`config.mk`:
```
export PLATFORM = sky130hd
export DESIGN_NAME = rv_inst_encoder_loader
export DESIGN_NICKNAME = d
export VERILOG_FILES = /design/src/rtl/rv_pkg.sv /design/src/rtl/rv_inst_encode.sv /design/src/rtl/rv_inst_encoder_loader.sv
export SDC_FILE = /design/constraint.sdc
export NUM_CORES = 1
export LEC_CHECK = 0
export BUFFER_PORTS_ARGS = -buffer_cell sky130_fd_sc_hd__buf_2
export CAP_MARGIN = 25
export CORE_ASPECT_RATIO = 1.4
export CORE_UTILIZATION = 31
export DETAILED_ROUTE_END_ITERATION = 7
export PLACE_DENSITY = 0.67
export SYNTH_ARGS = -nofsm -noshare
export SYNTH_HDL_FRONTEND = slang
export SYNTH_HIERARCHICAL = 1
export SYNTH_SLANG_ARGS = --single-unit
export TNS_END_PERCENT = 20
```
`constraint.sdc`:
```
create_clock -name clk -period 2.3 [get_ports clk]
set_clock_uncertainty 0.2 [all_clocks]
set_input_delay 0.115 -clock clk [delete_from_list [all_inputs] [get_ports clk]]
set_output_delay 0.115 -clock clk [all_outputs]
set_load 0.01 [all_outputs]
```
`src/rtl/rv_pkg.sv`:
```
// Shared RV32I encoding constants and enums for the instruction loader and control decoder.
package rv_pkg;

    localparam logic [6:0] OP_R     = 7'b0110011;
    localparam logic [6:0] OP_LOAD  = 7'b0000011;
    localparam logic [6:0] OP_STORE = 7'b0100011;
    localparam logic [6:0] OP_BEQ   = 7'b1100011;

    typedef enum logic [1:0] {
        K_R     = 2'd0,
        K_LOAD  = 2'd1,
        K_STORE = 2'd2,
        K_BEQ   = 2'd3
    } kind_e;

    typedef enum logic [1:0] {
        ERR_NONE  = 2'd0,
        ERR_RANGE = 2'd1,
        ERR_ODD   = 2'd2
    } err_e;

    typedef enum logic [1:0] {
        S_IDLE = 2'd0,
        S_RUN  = 2'd1,
        S_FULL = 2'd2
    } state_e;

endpackage

```
`src/rtl/rv_inst_encode.sv`:
```
// Combinational RV32I field-to-word encoder for R/LOAD/STORE/BEQ; zero latency, no flow control.
// valid=0 flags an immediate the format cannot represent, with the reason on code.
module rv_inst_encode
    import rv_pkg::*;
(
    input  kind_e       kind,
    input  logic [4:0]  rd,
    input  logic [4:0]  rs1,
    input  logic [4:0]  rs2,
    input  logic [2:0]  funct3,
    input  logic [6:0]  funct7,
    input  logic [12:0] imm,
    output logic [31:0] word,
    output logic        valid,
    output err_e        code
);

    always_comb begin
        word  = 32'd0;
        valid = 1'b1;
        code  = ERR_NONE;
        unique case (kind)
            K_R: begin
                word = {funct7, rs2, rs1, funct3, rd, OP_R};
            end
            K_LOAD: begin
                word = {imm[11:0], rs1, funct3, rd, OP_LOAD};
                if (imm[12] != imm[11]) begin
                    valid = 1'b0;
                    code  = ERR_RANGE;
                end
            end
            K_STORE: begin
                word = {imm[11:5], rs2, rs1, funct3, imm[4:0], OP_STORE};
                if (imm[12] != imm[11]) begin
                    valid = 1'b0;
                    code  = ERR_RANGE;
                end
            end
            K_BEQ: begin
                // Branch offsets are halfword multiples; bit 0 is implied and must be zero.
                word = {imm[12], imm[10:5], rs2, rs1, funct3, imm[4:1], imm[11], OP_BEQ};
                if (imm[0]) begin
                    valid = 1'b0;
                    code  = ERR_ODD;
                end
            end
            default: begin
                valid = 1'b0;
            end
        endcase
    end

endmodule

```
`src/rtl/rv_inst_encoder_loader.sv`:
```
// Encodes field bundles into RV32I words and writes them sequentially into instruction memory.
// Write appears one cycle after accept; in_ready is high only while a session is running and not full.
module rv_inst_encoder_loader
    import rv_pkg::*;
#(
    parameter int ADDR_W = 10,
    parameter int DEPTH  = 1024
) (
    input  logic              clk,
    input  logic              rst_n,
    input  logic              start,
    input  logic              finish,
    input  logic              in_valid,
    output logic              in_ready,
    input  logic [1:0]        kind,
    input  logic [4:0]        rd,
    input  logic [4:0]        rs1,
    input  logic [4:0]        rs2,
    input  logic [2:0]        funct3,
    input  logic [6:0]        funct7,
    input  logic [12:0]       imm,
    output logic              mem_we,
    output logic [ADDR_W+1:0] mem_addr,
    output logic [31:0]       mem_wdata,
    output logic [ADDR_W:0]   count,
    output logic              full,
    output logic              done,
    output logic              err,
    output logic [1:0]        err_code
);

    localparam logic [ADDR_W:0] DEPTH_W = (ADDR_W + 1)'(DEPTH);

    state_e            state;
    logic [ADDR_W-1:0] ptr;
    logic [31:0]       enc_word;
    logic              enc_ok;
    err_e              enc_code;
    logic              accept;

    rv_inst_encode u_encode (
        .kind   (kind_e'(kind)),
        .rd     (rd),
        .rs1    (rs1),
        .rs2    (rs2),
        .funct3 (funct3),
        .funct7 (funct7),
        .imm    (imm),
        .word   (enc_word),
        .valid  (enc_ok),
        .code   (enc_code)
    );

    assign in_ready = (state == S_RUN);
    assign accept   = in_valid && in_ready && !start;

    always_ff @(posedge clk or negedge rst_n) begin
        if (!rst_n) begin
            state     <= S_IDLE;
            ptr       <= '0;
            count     <= '0;
            full      <= 1'b0;
            err       <= 1'b0;
            err_code  <= ERR_NONE;
            mem_we    <= 1'b0;
            mem_addr  <= '0;
            mem_wdata <= '0;
            done      <= 1'b0;
        end else begin
            mem_we <= 1'b0;
            done   <= 1'b0;
            if (start) begin
                state    <= S_RUN;
                ptr      <= '0;
                count    <= '0;
                full     <= 1'b0;
                err      <= 1'b0;
                err_code <= ERR_NONE;
            end else begin
                if (accept) begin
                    if (enc_ok) begin
                        mem_we    <= 1'b1;
                        mem_addr  <= {ptr, 2'b00};
                        mem_wdata <= enc_word;
                        count     <= count + 1'b1;
                        // Pointer parks on the last slot so it never steps past DEPTH-1.
                        if (count + 1'b1 == DEPTH_W) begin
                            full  <= 1'b1;
                            state <= S_FULL;
                        end else begin
                            ptr <= ptr + 1'b1;
                        end
                    end else begin
                        err      <= 1'b1;
                        err_code <= enc_code;
                    end
                end
                // Later assignment overrides the FULL transition when finish coincides.
                if (finish && state != S_IDLE) begin
                    state <= S_IDLE;
                    done  <= 1'b1;
                end
            end
        end
    end

endmodule

```
# ---- Yosys cells after proc, flatten, opt, wreduce, memory -nomap -nowiden
# Index checks and enable logic that the tools add are counted.
dict set report word_totals {
  ff_bits 71
  inputBits 45
  out_inout_bits 62
  wordCells 74
}
dict set report classes {
  addsub 2
  n_eq_ne 8
  muxes 34
  n_bitwise 1
  reduce_logical 19
}
# operator n
set op_table {}
lappend op_table {{one-hot mux 32 bit (4 select lines)} 1}
lappend op_table {{two-way mux 10 bit} 4}
lappend op_table {{two-way mux 11 bit} 3}
lappend op_table {{two-way mux 2 bit} 9}
lappend op_table {{two-way mux 1 bit} 15}
lappend op_table {{AND reduction 3 bit} 4}
lappend op_table {{adder 11 x 1 -> 11 bit, second input constant} 1}
lappend op_table {{== test 11 bit, second input constant} 1}
lappend op_table {{adder 10 x 1 -> 10 bit, second input constant} 1}
lappend op_table {{nonzero test 3 bit} 3}
lappend op_table {{nonzero test 2 bit} 4}
lappend op_table {{== test 2 x 1 -> 1 bit, second input constant} 2}
lappend op_table {{== test 2 bit, second input constant} 2}
lappend op_table {{inequality test 2 bit, second input constant} 2}
lappend op_table {{one-hot mux 2 bit (2 select lines)} 1}
lappend op_table {{AND reduction 2 bit} 2}
lappend op_table {{logical AND 1 bit} 3}
lappend op_table {{logical NOT 2 bit} 1}
lappend op_table {{one-hot mux 1 bit (2 select lines)} 1}
lappend op_table {{OR reduction 2 bit} 1}
lappend op_table {{logical NOT 1 bit} 1}
lappend op_table {{inequality test 1 bit} 1}
lappend op_table {{inverter 1 bit} 1}

# ---- Depth between registers and ports, before layout
# Gate-level depths: netlist of run 1.
dict set report depth {
  ltp_word 7
  mapped_depth 11
}

# ---- By module
# The synthesis of run 1 kept the hierarchy.
# mod instances cells_each area_each_um2 seq_area_each_um2
set modules_own_cells {}
lappend modules_own_cells {rv_inst_encoder_loader 1 253 3098.0 1776.7}
lappend modules_own_cells {rv_inst_encode 1 66 455.4 0.0}

# ---- Least setup slack after synthesis of run 1
# No wires, ideal clock.
dict set report synth_timing {
  path_type {reg-to-reg}
  from {register count[0]}
  to {register ptr[9]}
  t_arrival_ps 2106
  t_required_ps 1975
  slack_ps -131
  path_stages_with_launch 8
  path_buffers 1
  period_less_slack_ps 2431
  path_cell_list {dfrtp_1 -> nand3_1 -> or4b_4 -> a2111oi_4 -> o211a_4 -> buf_6 -> nor4_2 -> mux2_4}
}
dict set report synth_between {
  elab_chain_len 4
}
# item line
set synth_lines {}
lappend synth_lines {{start, declared} rv_inst_encoder_loader.sv:25} ;# output logic [ADDR_W:0] count,
lappend synth_lines {{start signal, assigned} rv_inst_encoder_loader.sv:85} ;# count <= count + 1'b1;
lappend synth_lines {{adder 11 x 1 -> 11 bit} rv_inst_encoder_loader.sv:87} ;# if (count + 1'b1 == DEPTH_W) begin
lappend synth_lines {{== test 11 bit} rv_inst_encoder_loader.sv:87}
lappend synth_lines {{inequality test 2 bit (no line)} n/a}
lappend synth_lines {{AND reduction 3 bit (no line)} n/a}
lappend synth_lines {{end signal, assigned} rv_inst_encoder_loader.sv:91} ;# ptr <= ptr + 1'b1;
lappend synth_lines {{end, declared} rv_inst_encoder_loader.sv:35} ;# logic [ADDR_W-1:0] ptr;
# Every way passes these cells.
# A chain may end at the register's enable or synchronous reset.

# ---- Worst setup path after layout of run 1
dict set report layout_timing {
  from {register count[0]}
  to {register ptr[8]}
}
# Same word-level chain as after synthesis.

==> results of run 1 <==
==> tightest hold or removal path, delay by kind of cell <==
family	cells	cell delay [ps]
fa+ha+maj	1	140
mux	1	140
buf+inv	1	130
==> through the flow <==
stage	cells	setup slack (ps)	cell area [µm²]	total power, mW	setup TNS, ps
5_1_grt	615	-122	4970	3.66	-479
3_5_place_dp	563	-46.6	4320	2.19	-126
2_1_floorplan	322	-44.5	3580	1.89	-146
4_1_cts	615	-33.8	4960	3.53	-79.2
6_report	615	-53.0	4970	3.48	-72.4
3_3_place_gp	563	9.11	4320	2.18	0
==> routing by layer <==
layer / vias up / wire, µm / GRT usage, %
met2: 84 / 4540 / 26.9
met1: 1441 / 3420 / 17.7
met4: 0 / 184 / 6.89
met5: - / 0 / 0
met3: 15 / 392 / 3.84
li1: 1407 / - / -
==> cells by family after synthesis <==
kind of cell / count (synthesis) / synth area share, %
xor gates and xnor gates: 10 / 2.46
AOI/OAI and AO/OA: 58 / 10.4
DFF: 71 / 50.0
and+or+nand+nor: 87 / 13.1
muxes: 49 / 15.6
other: 3 / 0.317
buffers and inverters: 34 / 5.67
adders and majority gates: 7 / 2.46
==> cells in the final DEF, fill, tap and decap left out, types with 3 or more instances in the layout <==
| master | instances |
|---|---|
| mux2_2 | 46 |
| a22o_1 | 5 |
| o21ai_0 | 23 |
| nor2b_1 | 5 |
| ha_1 | 7 |
| nand4_1 | 5 |
| buf_4 | 21 |
| xnor2_1 | 6 |
| dfrtp_2 | 5 |
| and2_1 | 3 |
| conb_1 | 6 |
| dfrtp_1 | 66 |
| nand3_1 | 6 |
| inv_1 | 6 |
| buf_2 | 103 |
| dlygate4sd3_1 | 37 |
| clkinv_2 | 3 |
| clkbuf_16 | 9 |
| nand2_1 | 17 |
| o21ai_1 | 3 |
| or3_1 | 8 |
| buf_12 | 3 |
| and3_1 | 7 |
| xor2_1 | 4 |
| a21oi_1 | 15 |
| nor2_1 | 20 |
==> registers in the layout, summed over array words and instances (netlist names) <==
| register | cells |
|---|---|
| full | 1 |
| mem_wdata | 32 |
| mem_addr | 10 |
| done | 1 |
| err | 1 |
| mem_we | 1 |
| err_code | 2 |
| state | 2 |
| ptr | 10 |
| count | 11 |
==> Yosys cell counts, types with 2 or more instances <==
cell type,number
xnor2_1,6
nor3_1,2
clkbuf_1,8
or3_1,8
and3_1,7
nand4_1,5
o21ai_1,2
conb_1,3
nor2b_1,5
ha_1,7
nand2_1,18
xor2_1,4
nor2_1,21
a22o_1,5
buf_6,2
buf_4,15
dfrtp_1,71
mux2_2,46
o21ai_0,24
inv_1,6
nand3_1,7
o31ai_1,2
and2_1,3
a21oi_1,16
buf_2,2
mux2i_1,2
==> area by class of cell <==
type                            instances  area (µm²)  area share [%]
Clock buffer                           11         243            4.88
Sequential cell                        71        1780            35.8
Clock inverter                          4        22.5           0.453
Timing Repair Buffer                  165        1110            22.4
Inverter                                6        22.5           0.453
Tap cell                              141         176            3.55
Multi-Input combinational cell        217        1610            32.4
==> how the worst min path moves through the flow <==
| stage | from | to | slack, ps | depth (start not counted) |
|---|---|---|---|---|
| global route | imm[0] | mem_wdata[20] | 10 | 3 |
| floorplan | rst_n | count[0] | -380 | 0 |
| CTS | kind[0] | mem_wdata[6] | 10 | 3 |
| global placement | rst_n | mem_wdata[0] | -20 | 1 |
| detailed placement | rst_n | mem_wdata[28] | -10 | 1 |
| finish | kind[0] | mem_wdata[6] | 30 | 3 |
==> power by group <==
group          total [mW]  internal [mW]  switching (mW)
Combinational       0.705          0.380           0.325
Clock                1.26          0.747           0.508
Sequential           1.52           1.43          0.0898
Total                3.48           2.56           0.923
==> what timing repair did <==
item	4_1_cts	5_1_grt
hold buffers	37	0
gates resized for setup	1	4
hold endpoints to repair	83	0
endpoints found under the setup margin	5	9
pin swaps	1	0
==> impl_metrics.sql, run 1 <==
INSERT INTO impl_metrics (metric_group, metric, value, unit) VALUES
('outcome', 'status', 'complete, but fails checks', ''),
('outcome', 'violations', 'setup timing', ''),
('worst_setup_path', 'critical_path.startpoint_type', 'register', ''),
('floorplanning', 'die_h', '129', 'µm'),
('worst_setup_path', 'crit_end', 'ptr[8]', ''),
('cts', 'tritoncts.num_buffers', '9', ''),
('floorplanning', 'std_cell_rows', '45', ''),
('drt', 'drtPass1Iterations', '5', ''),
('synthesis', 'syn_avg_cell_area', '11.1', 'µm²'),
('synthesis', 'synth_top_cell_area_share', '50.0', '%'),
('sta', 'worst_slew_pin_slew', '629', 'ps'),
('sta', 'finalSetupViolCount', '2', ''),
('worst_setup_path', 'required', '2350', 'ps'),
('final_layout', 'post-route-util', '45.3', '%'),
('final_layout', 'diode_insertion_count_for_antenna_repair', '0', ''),
('drt', 'via_count', '2947', ''),
('floorplanning', 'start_util', '32.4', '%'),
('worst_setup_path', 'worstReg2RegStart', 'count[0]', ''),
('placed_design', 'numPortBuffers', '104', ''),
('worst_setup_path', 'critical_path_class', 'reg2reg', ''),
('job', 'drv.max_cap_violation_count', '0', ''),
('grt', 'grt_max_degree', '49', ''),
('sta', 'rsz0062_at_grt', 'yes', ''),
('sta', 'layout_setup_ws', '-53.0', 'ps'),
('worst_setup_path', 'critical-path-slowest-cell', 'or4b_2', ''),
('pwr', 'power_density', '699', 'mW/mm²'),
('worst_setup_path', 'cp_top_family', 'simple AND/OR/NAND/NOR gates', ''),
('floorplanning', 'floorplan.die.width', '92.5', 'µm'),
('worst_setup_path', 'worstPathMaxFanout', '10', ''),
('cts', 'clk-insertion-delay-late', '330', 'ps'),
('grt', 'grt_overflow', '0', ''),
('worst_setup_path', 'path_cells', 'ha_1 -> nand2_2 -> or4_1 -> inv_1 -> o211a_4 -> or4b_2 -> a21oi_2', ''),
('worst_setup_path', 'worstPathBufferInverterCount', '1', ''),
('cts', 'post-cts-setup-buffer-count', '0', ''),
('cts', 'clock_tree_from_tritoncts', 'done', ''),
('synthesis', 'synth-seq-cells', '71', ''),
('sta', 'timing.fmax', '425', 'MHz'),
('floorplanning', 'dieArea', '0.0119', 'mm²'),
('pwr', 'static-leakage-power', '2.40', 'nW'),
('worst_setup_path', 'worst_setup_path_startpoint', 'count[0]', ''),
('synthesis', 'area_of_the_mapped_netlist', '0.00355', 'mm²'),
('final_layout', 'layout.nets', '522', ''),
('sta', 'final_hold_viol_count', '0', ''),
('worst_setup_path', 'critical_path.reg2reg.endpoint', 'ptr[8]', ''),
('floorplanning', 'core_area', '0.0110', 'mm²'),
('drt', 'detail-route-antenna-nets', '0', ''),
('sta', 'worst_case_headroom_to_the_max_slew_limit', '58.1', '%'),
('final_layout', 'synthToLayoutAreaGrowth', '40.0', '%'),
('final_layout', 'fillCellCount', '998', ''),
('worst_setup_path', 'ff2ff_setup_slack', '-50', 'ps'),
('cts', 'cts_sinks', '71', ''),
('worst_setup_path', 'cp.depth', '7', ''),
('pwr', 'vdd.ir_drop.worst', '0.473', 'mV'),
('sta', 'finalHoldWorstSlack', '27.1', 'ps'),
('final_layout', 'drive_gt1_share', '43.5', '%'),
('synthesis', 'synth_edf_count', '0', ''),
('cts', 'clk_pin_slew_worst_paths', '60', 'ps'),
('synthesis', 'synthArstFlopShare', '100', '%'),
('synthesis', 'yosysWarningCount', '6', ''),
('worst_setup_path', 'slowest_delay', '660', 'ps'),
('drt', 'detailedRoute.firstIterationViolations', '116', ''),
('sta', 'period_minus_slack', '2350', 'ps'),
('worst_setup_path', 'setup.worst_path.end_class', 'register', ''),
('grt', 'grt_pass1_wl', '14.5', 'mm'),
('drt', 'viasPerCell', '4.79', ''),
('synthesis', 'synth.yosys.seq_area_share', '50.0', '%'),
('grt', 'first_global_vias', '3080', ''),
('floorplanning', 'io_pins', '107', ''),
('synthesis', 'yosysUniqueCellTypes', '48', ''),
('grt', 'initial_antenna_violation_count', '0', ''),
('worst_setup_path', 'cp_data_arrival_time', '2410', 'ps');
No activity file was read; power rests on OpenSTA's default activity.
==> inputs of run 2 (changes only) <==
--- a/config.mk
+++ b/config.mk
@@ -10,6 +10,7 @@
 export CORE_ASPECT_RATIO = 1.4
 export CORE_UTILIZATION = 31
 export DETAILED_ROUTE_END_ITERATION = 7
+export GPL_TIMING_DRIVEN = 0
 export PLACE_DENSITY = 0.67
 export SYNTH_ARGS = -nofsm -noshare
 export SYNTH_HDL_FRONTEND = slang
==> run 2 against run 1 <==
Effect of this change: the flow still finishes with violations (setup timing); sequential power is essentially flat; die area is the same; wire length grew 6.1%; first-iteration DRC count grew 34%; worst hold slack lost 15 ps; critical path depth is the same; setup slack gained 4.4 ps; fmax grew 0.19%; cell area grew 3.8%; non-clock buffer count grew 12; sequential share of layout area shrank 1.3 points; critical path type unchanged.
==> impl_metrics.sql, run 2 (same netlist as run 1, synthesis figures left out) <==
INSERT INTO impl_metrics (metric_group, metric, value, unit) VALUES
('outcome', 'status', 'complete, but fails checks', ''),
('outcome', 'violations', 'setup timing', ''),
('floorplanning', 'die_h', '129', 'µm'),
('worst_setup_path', 'cp_data_arrival_time', '2360', 'ps'),
('placed_design', 'hpwl_after_detailed_placement', '6.07', 'mm'),
('floorplanning', 'std_cell_rows', '45', ''),
('sta', 'finalHoldWorstSlack', '12.5', 'ps'),
('cts', 'depth_of_the_cts_h_tree', '3', ''),
('job', 'drv.max_cap_violation_count', '0', ''),
('sta', 'finalSetupViolCount', '6', ''),
('sta', 'final_hold_viol_count', '0', ''),
('pwr', 'vdd.ir_drop.worst', '0.453', 'mV'),
('cts', 'clock-root-buffer', 'clkbuf_16', ''),
('hold_path', 'worstHoldPathType', 'in2reg', ''),
('worst_setup_path', 'worstPathMaxFanout', '4', ''),
('worst_setup_path', 'critical_path_class', 'reg2reg', ''),
('grt', 'initial_antenna_violation_count', '0', ''),
('sta', 'layout_setup_ws', '-48.7', 'ps'),
('grt', 'grt_pass1_wl', '15.1', 'mm'),
('final_layout', 'final_common_cell', 'buf_2', ''),
('placed_design', 'place.gp.congestion', '0.805', ''),
('drt', 'detailedRoute.firstIterationViolations', '156', ''),
('floorplanning', 'dieArea', '0.0119', 'mm²'),
('sta', 'worst_slew_pin_slew', '563', 'ps'),
('cts', 'clock_tree_from_tritoncts', 'done', ''),
('final_layout', 'diode_insertion_count_for_antenna_repair', '0', ''),
('drt', 'via_count', '3046', ''),
('sta', 'period_minus_slack', '2350', 'ps'),
('sta', 'rsz0062_at_grt', 'yes', ''),
('final_layout', 'fin_area', '0.00516', 'mm²'),
('worst_setup_path', 'required', '2310', 'ps'),
('drt', 'viasPerCell', '4.85', ''),
('grt', 'grt_overflow', '0', ''),
('worst_setup_path', 'setup.worst_path.end_class', 'register', ''),
('cts', 'clk-insertion-delay-late', '330', 'ps'),
('final_layout', 'largest_reg_flops', '32', ''),
('worst_setup_path', 'critical-path-slowest-cell', 'or4b_4', ''),
('pwr', 'internal-power', '2.94', 'mW'),
('floorplanning', 'io_pins', '107', ''),
('final_layout', 'reg_top3', 'mem_wdata (32), count (11)', ''),
('final_layout', 'layout.nets', '534', ''),
('cts', 'tritoncts.num_buffers', '9', ''),
('pwr', 'static-leakage-power', '2.49', 'nW'),
('drt', 'post_drt_wl_per_cell', '14.4', 'µm'),
('pwr', 'total_power', '3.89', 'mW'),
('grt', 'first_global_vias', '3059', ''),
('placed_design', 'numPortBuffers', '96', ''),
('worst_setup_path', 'cp_top_family', 'simple AND/OR/NAND/NOR gates', ''),
('placed_design', 'area_after_detailed_placement', '0.00427', 'mm²'),
('pwr', 'power_switching_share', '24.4', '%'),
('final_layout', 'most-common-layout-cells', 'buf_2 (97), dfrtp_1 (65), mux2_2 (46), dlygate4sd3_1 (40), buf_4 (30)', ''),
('drt', 'post-route-drc-count', '0', ''),
('cts', 'cts_sinks', '71', ''),
('floorplanning', 'core_area', '0.0110', 'mm²'),
('worst_setup_path', 'path_cells', 'nand3_4 -> or4b_4 -> a2111oi_4 -> o211a_4 -> buf_6 -> nor4_2 -> mux2_4', ''),
('worst_setup_path', 'slowest_delay', '500', 'ps'),
('grt', 'groute.usage.overall', '16.5', '%'),
('floorplanning', 'floorplan.die.width', '92.5', 'µm'),
('worst_setup_path', 'critical_path.startpoint_type', 'register', ''),
('pwr', 'share_comb_of_total_power', '18.8', '%'),
('drt', 'routed_wl', '9.06', 'mm'),
('pwr', 'power_frac_clock', '42.3', '%'),
('drt', 'drtPass1Iterations', '4', ''),
('cts', 'ctsLongestPathBuffers', '2', ''),
('final_layout', 'top_register', 'mem_wdata', ''),
('sta', 'fin_crit_sh', '102', '%'),
('pwr', 'netSwitchingPower', '0.948', 'mW'),
('floorplanning', 'start_util', '32.4', '%'),
('final_layout', 'drive_gt1_share', '44.4', '%'),
('cts', 'clk_pin_slew_worst_paths', '60', 'ps'),
('sta', 'worst_case_headroom_to_the_max_slew_limit', '62.3', '%'),
('sta', 'timing.fmax', '426', 'MHz'),
('sta', 'timing.final.max_slew_violations', '0', ''),
('drt', 'detail-route-antenna-nets', '0', ''),
('final_layout', 'synthToLayoutAreaGrowth', '45.3', '%'),
('pwr', 'p_seq_share', '39.0', '%'),
('pwr', 'power_density', '753', 'mW/mm²'),
('worst_setup_path', 'worstPathBufferInverterCount', '1', ''),
('grt', 'grt_max_degree', '60', '');
[run 2: changes by cell type in the layout (fill, tap and decap cells not counted), moves of 2 or more]
cell	change
buf_2	-6
buf_12	-3
bufinv_16	+3
clkinv_2	-2
dlygate4sd3_1	+3
buf_4	+9
clkbuf_4	+4
[run 2: worst paths after layout]
check                              start            end  slack, ps  cells past startpoint
setup / recovery                count[0]         ptr[9]        -50                      7
hold / removal                    imm[7]  mem_wdata[27]         10                      4
setup reg to reg                count[0]         ptr[9]        -50                      7
hold reg to reg            mem_wdata[13]  mem_wdata[13]        300                      1
max in group asynchronous          rst_n    mem_addr[8]        830                      3
min in group asynchronous          rst_n  mem_wdata[27]        130                      3
[run 2: area by class of cell]
type                            count  area [µm²]
Multi-Input combinational cell    217        1620
Timing Repair Buffer              150        1010
Clock inverter                      5         104
Tap cell                          141         176
Inverter                            6        22.5
Fill cell                        1008        5820
Sequential cell                    71        1780
Buffer                             27         194
Clock buffer                       11         253
[run 2: stage by stage]
stage | setup TNS, ps | worst slack [ps] | std cells | util, %
3_3_place_gp | -39200 | -986 | 559 | 38.6
6_report | -130 | -48.7 | 628 | 47.0
4_1_cts | -381 | -88.3 | 628 | 46.9
3_5_place_dp | -40260 | -996 | 560 | 38.8
5_1_grt | -792 | -98.5 | 628 | 47.0
2_1_floorplan | -146 | -44.5 | 322 | -
[run 2: worst register-to-register path, cell delays in order (launching register included)]
cell and delay (ps):
dfrtp_2 400, nand3_4 100, or4b_4 500, a2111oi_4 360, o211a_4 210, buf_6 110, nor4_2 50, mux2_4 300
[run 2: metal layers]
| layer | up-vias | share of wire, % | track usage (%) |
|---|---|---|---|
| met5 | - | 0 | 0 |
| met4 | 0 | 2.7 | 7.54 |
| met3 | 19 | 5.4 | 4.49 |
| met2 | 95 | 53 | 30.0 |
| met1 | 1483 | 38 | 17.7 |
| li1 | 1449 | - | - |
[run 2: what timing repair did]
| item | 4_1_cts | 5_1_grt |
|---|---|---|
| endpoints found under the setup margin | 56 | 52 |
| setup buffers | 12 | 1 |
| hold buffers | 40 | 0 |
| gates resized for setup | 13 | 4 |
| endpoints found under the hold margin | 102 | 0 |
| pin swaps | 2 | 2 |
[run 2: power groups by stage]
stage                     logic (mW)  registers [mW]  clock network [mW]
after CTS                      0.734            1.52                1.70
final                          0.729            1.51                1.64
after floorplan                0.269            1.62                   0
after global routing           0.794            1.54                1.74
after global placement         0.645            1.53                   0
after detailed placement       0.660            1.54                   0
==> inputs of run 3 (changes only) <==
--- a/config.mk
+++ b/config.mk
@@ -10,8 +10,9 @@
 export CORE_ASPECT_RATIO = 1.4
 export CORE_UTILIZATION = 31
 export DETAILED_ROUTE_END_ITERATION = 7
-export GPL_TIMING_DRIVEN = 0
+export GPL_TIMING_DRIVEN = 1
 export PLACE_DENSITY = 0.67
+export SKIP_CTS_REPAIR_TIMING = 1
 export SYNTH_ARGS = -nofsm -noshare
 export SYNTH_HDL_FRONTEND = slang
 export SYNTH_HIERARCHICAL = 1
==> run 3 against run 2 <==
Effect of this change: the run ends with hold timing, setup timing left; register-to-register slack hardly changed; count of clock-buffer cells in the layout unchanged; first-iteration DRC count decreased by 38%; non-clock buffer count decreased by 16; setup slack lost 0.57 ps; cell area decreased by 4.5%; die area is the same; critical path depth did not move; worst hold slack got worse by 58 ps; cell count down 2.7%; fmax about the same; wire length is 7.1% lower; critical path type unchanged; highest routed layer unchanged.
==> impl_metrics.sql, run 3 (same netlist as run 1, synthesis figures left out) <==
INSERT INTO impl_metrics (metric_group, metric, value, unit) VALUES
('outcome', 'status', 'complete, but fails checks', ''),
('outcome', 'violations', 'hold timing, setup timing', ''),
('worst_setup_path', 'cp_data_arrival_time', '2400', 'ps'),
('placed_design', 'place.gp.congestion', '0.814', ''),
('worst_setup_path', 'path_cells', 'ha_1 -> nand2_2 -> or4_1 -> inv_1 -> o211a_4 -> or4b_2 -> a21oi_2', ''),
('final_layout', 'layout.nets', '518', ''),
('grt', 'grt_pass1_wl', '13.4', 'mm'),
('sta', 'timing.final.max_slew_violations', '0', ''),
('floorplanning', 'die_h', '129', 'µm'),
('worst_setup_path', 'critical_path.startpoint_type', 'register', ''),
('final_layout', 'diode_insertion_count_for_antenna_repair', '0', ''),
('worst_setup_path', 'setup.worst_path.end_class', 'register', ''),
('worst_setup_path', 'required', '2350', 'ps'),
('drt', 'viasPerCell', '4.78', ''),
('worst_setup_path', 'critical-path-slowest-cell', 'or4b_2', ''),
('grt', 'first_global_vias', '2854', ''),
('pwr', 'p_seq_share', '43.8', '%'),
('drt', 'drtPass1Iterations', '4', ''),
('drt', 'post-route-drc-count', '0', ''),
('floorplanning', 'floorplan.die.width', '92.5', 'µm'),
('final_layout', 'synthToLayoutAreaGrowth', '38.8', '%'),
('hold_path', 'critical_hold_path_startpoint', 'funct7[1]', ''),
('cts', 'ctsLongestPathBuffers', '2', ''),
('pwr', 'power_frac_clock', '36.1', '%'),
('hold_path', 'worstHoldPathType', 'in2reg', ''),
('pwr', 'share_comb_of_total_power', '20.1', '%'),
('cts', 'clock_tree_from_tritoncts', 'done', ''),
('final_layout', 'largest_reg_flops', '32', ''),
('placed_design', 'pre_cts_slack', '-46.6', 'ps'),
('final_layout', 'top_register', 'mem_wdata', ''),
('floorplanning', 'std_cell_rows', '45', ''),
('final_layout', 'register_cell_area_after_layout', '0.00178', 'mm²'),
('cts', 'cts_sinks', '71', ''),
('drt', 'via_count', '2919', ''),
('drt', 'post_drt_wl_per_cell', '13.8', 'µm'),
('final_layout', 'fillCellCount', '997', ''),
('pwr', 'netSwitchingPower', '0.915', 'mW'),
('worst_setup_path', 'worstReg2RegStart', 'count[0]', ''),
('pwr', 'static-leakage-power', '2.38', 'nW'),
('cts', 'depth_of_the_cts_h_tree', '3', ''),
('sta', 'period_minus_slack', '2350', 'ps'),
('grt', 'grt_overflow', '0', ''),
('sta', 'final_hold_viol_count', '10', ''),
('hold_path', 'timing.hold.worst_path_depth', '4', ''),
('worst_setup_path', 'critical_path_class', 'reg2reg', ''),
('grt', 'grt_max_degree', '49', ''),
('worst_setup_path', 'worstPathMaxFanout', '10', ''),
('sta', 'finalSetupViolCount', '2', ''),
('pwr', 'internal-power', '2.55', 'mW'),
('pwr', 'power_switching_share', '26.4', '%'),
('cts', 'clock-root-buffer', 'clkbuf_16', ''),
('cts', 'clk_pin_slew_worst_paths', '60', 'ps'),
('worst_setup_path', 'ff2ff_setup_slack', '-50', 'ps'),
('pwr', 'power_density', '702', 'mW/mm²'),
('sta', 'layout_setup_ws', '-49.2', 'ps'),
('sta', 'worst_slew_pin_slew', '631', 'ps'),
('drt', 'detail-route-antenna-nets', '0', ''),
('final_layout', 'post-route-util', '44.9', '%'),
('final_layout', 'most-common-layout-cells', 'buf_2 (103), dfrtp_1 (66), mux2_2 (46), dlygate4sd3_1 (32), o21ai_0 (23)', ''),
('floorplanning', 'core_area', '0.0110', 'mm²'),
('placed_design', 'hpwl_after_detailed_placement', '5.91', 'mm'),
('job', 'drv.max_cap_violation_count', '0', ''),
('sta', 'fin_crit_sh', '102', '%'),
('cts', 'tritoncts.num_buffers', '9', ''),
('grt', 'initial_antenna_violation_count', '0', ''),
('floorplanning', 'io_pins', '107', ''),
('placed_design', 'numPortBuffers', '104', ''),
('worst_setup_path', 'worstRegToRegCells', '7', ''),
('drt', 'routed_wl', '8.42', 'mm'),
('final_layout', 'drive_gt1_share', '44.0', '%'),
('worst_setup_path', 'slowest_delay', '650', 'ps'),
('sta', 'rsz0062_at_grt', 'yes', ''),
('pwr', 'vdd.ir_drop.worst', '0.468', 'mV'),
('grt', 'groute.usage.overall', '14.3', '%'),
('final_layout', 'reg_top3', 'mem_wdata (32), count (11)', ''),
('hold_path', 'min_delay_worst_endpoint', 'mem_wdata[26]', ''),
('drt', 'detailedRoute.firstIterationViolations', '97', ''),
('cts', 'clk-insertion-delay-late', '330', 'ps'),
('floorplanning', 'start_util', '32.4', '%'),
('worst_setup_path', 'critical_path.reg2reg.endpoint', 'ptr[8]', ''),
('floorplanning', 'dieArea', '0.0119', 'mm²'),
('final_layout', 'final_common_cell', 'buf_2', ''),
('sta', 'finalHoldWorstSlack', '-45.3', 'ps'),
('sta', 'timing.fmax', '426', 'MHz'),
('sta', 'worst_case_headroom_to_the_max_slew_limit', '57.9', '%'),
('final_layout', 'multi_input_combinational_cell_area', '0.00161', 'mm²');
==> run 3: changes by cell type in the layout (fill, tap and decap cells not counted), sizes merged <==
cell         before  now
dlygate4sd3      40   32
buf             131  129
bufinv            3    0
clkinv            2    3
clkinvlp          0    1
clkbuf           17   11
==> run 3: worst max path at each step <==
stage | from | to | slack, ps | cells after the start
3_5_place_dp | count[4] | ptr[9] | -50 | 6
6_report | count[0] | ptr[8] | -50 | 7
4_1_cts | count[0] | ptr[3] | -50 | 7
3_3_place_gp | count[0] | ptr[9] | 9 | 6
5_1_grt | count[0] | ptr[8] | -120 | 7
2_1_floorplan | count[6] | ptr[9] | -40 | 6
==> run 3: cell type report <==
cell class | instances | share of cell area [%]
flip-flops and latches | 71 | 36.1
multi-input cells | 217 | 32.7
repair buffers | 161 | 21.7
clock buffers | 11 | 4.92
well taps | 141 | 3.58
clock inverters | 4 | 0.457
inverters | 6 | 0.457
==> run 3: metal layers <==
metal,vias up,part of all wire (%),track usage [%]
li1,1404,-,-
met1,1417,40,16.9
met2,83,53,24.7
met3,15,4.7,3.49
met4,0,2.1,6.07
met5,-,0,0
==> run 3: worst max-delay path, delay by kind of cell (launching register included) <==
family | cells | cell delay (ps)
adder cells (fa/ha/maj) | 1 | 230
flip-flops | 1 | 440
buffers and inverters | 1 | 60
AND/OR/NAND/NOR | 3 | 890
AO/OA/AOI/OAI | 2 | 450
==> run 3: power by group through the flow <==
stage          logic (mW)  registers, mW  clock network [mW]
2_1_floorplan       0.269           1.62                   0
3_5_place_dp        0.656           1.54                   0
4_1_cts             0.657           1.52                1.30
3_3_place_gp        0.651           1.53                   0
6_report            0.696           1.52                1.25
5_1_grt             0.763           1.54                1.34
==> run 3: stage by stage <==
step | area, µm² | instances | power, mW | setup TNS [ps]
after floorplan | 3580 | 322 | 1.89 | -146
after global placement | 4320 | 563 | 2.18 | 0
after detailed placement | 4320 | 563 | 2.19 | -126
after CTS | 4590 | 578 | 3.48 | -175
after global routing | 4930 | 611 | 3.64 | -460
final | 4930 | 611 | 3.46 | -66.8
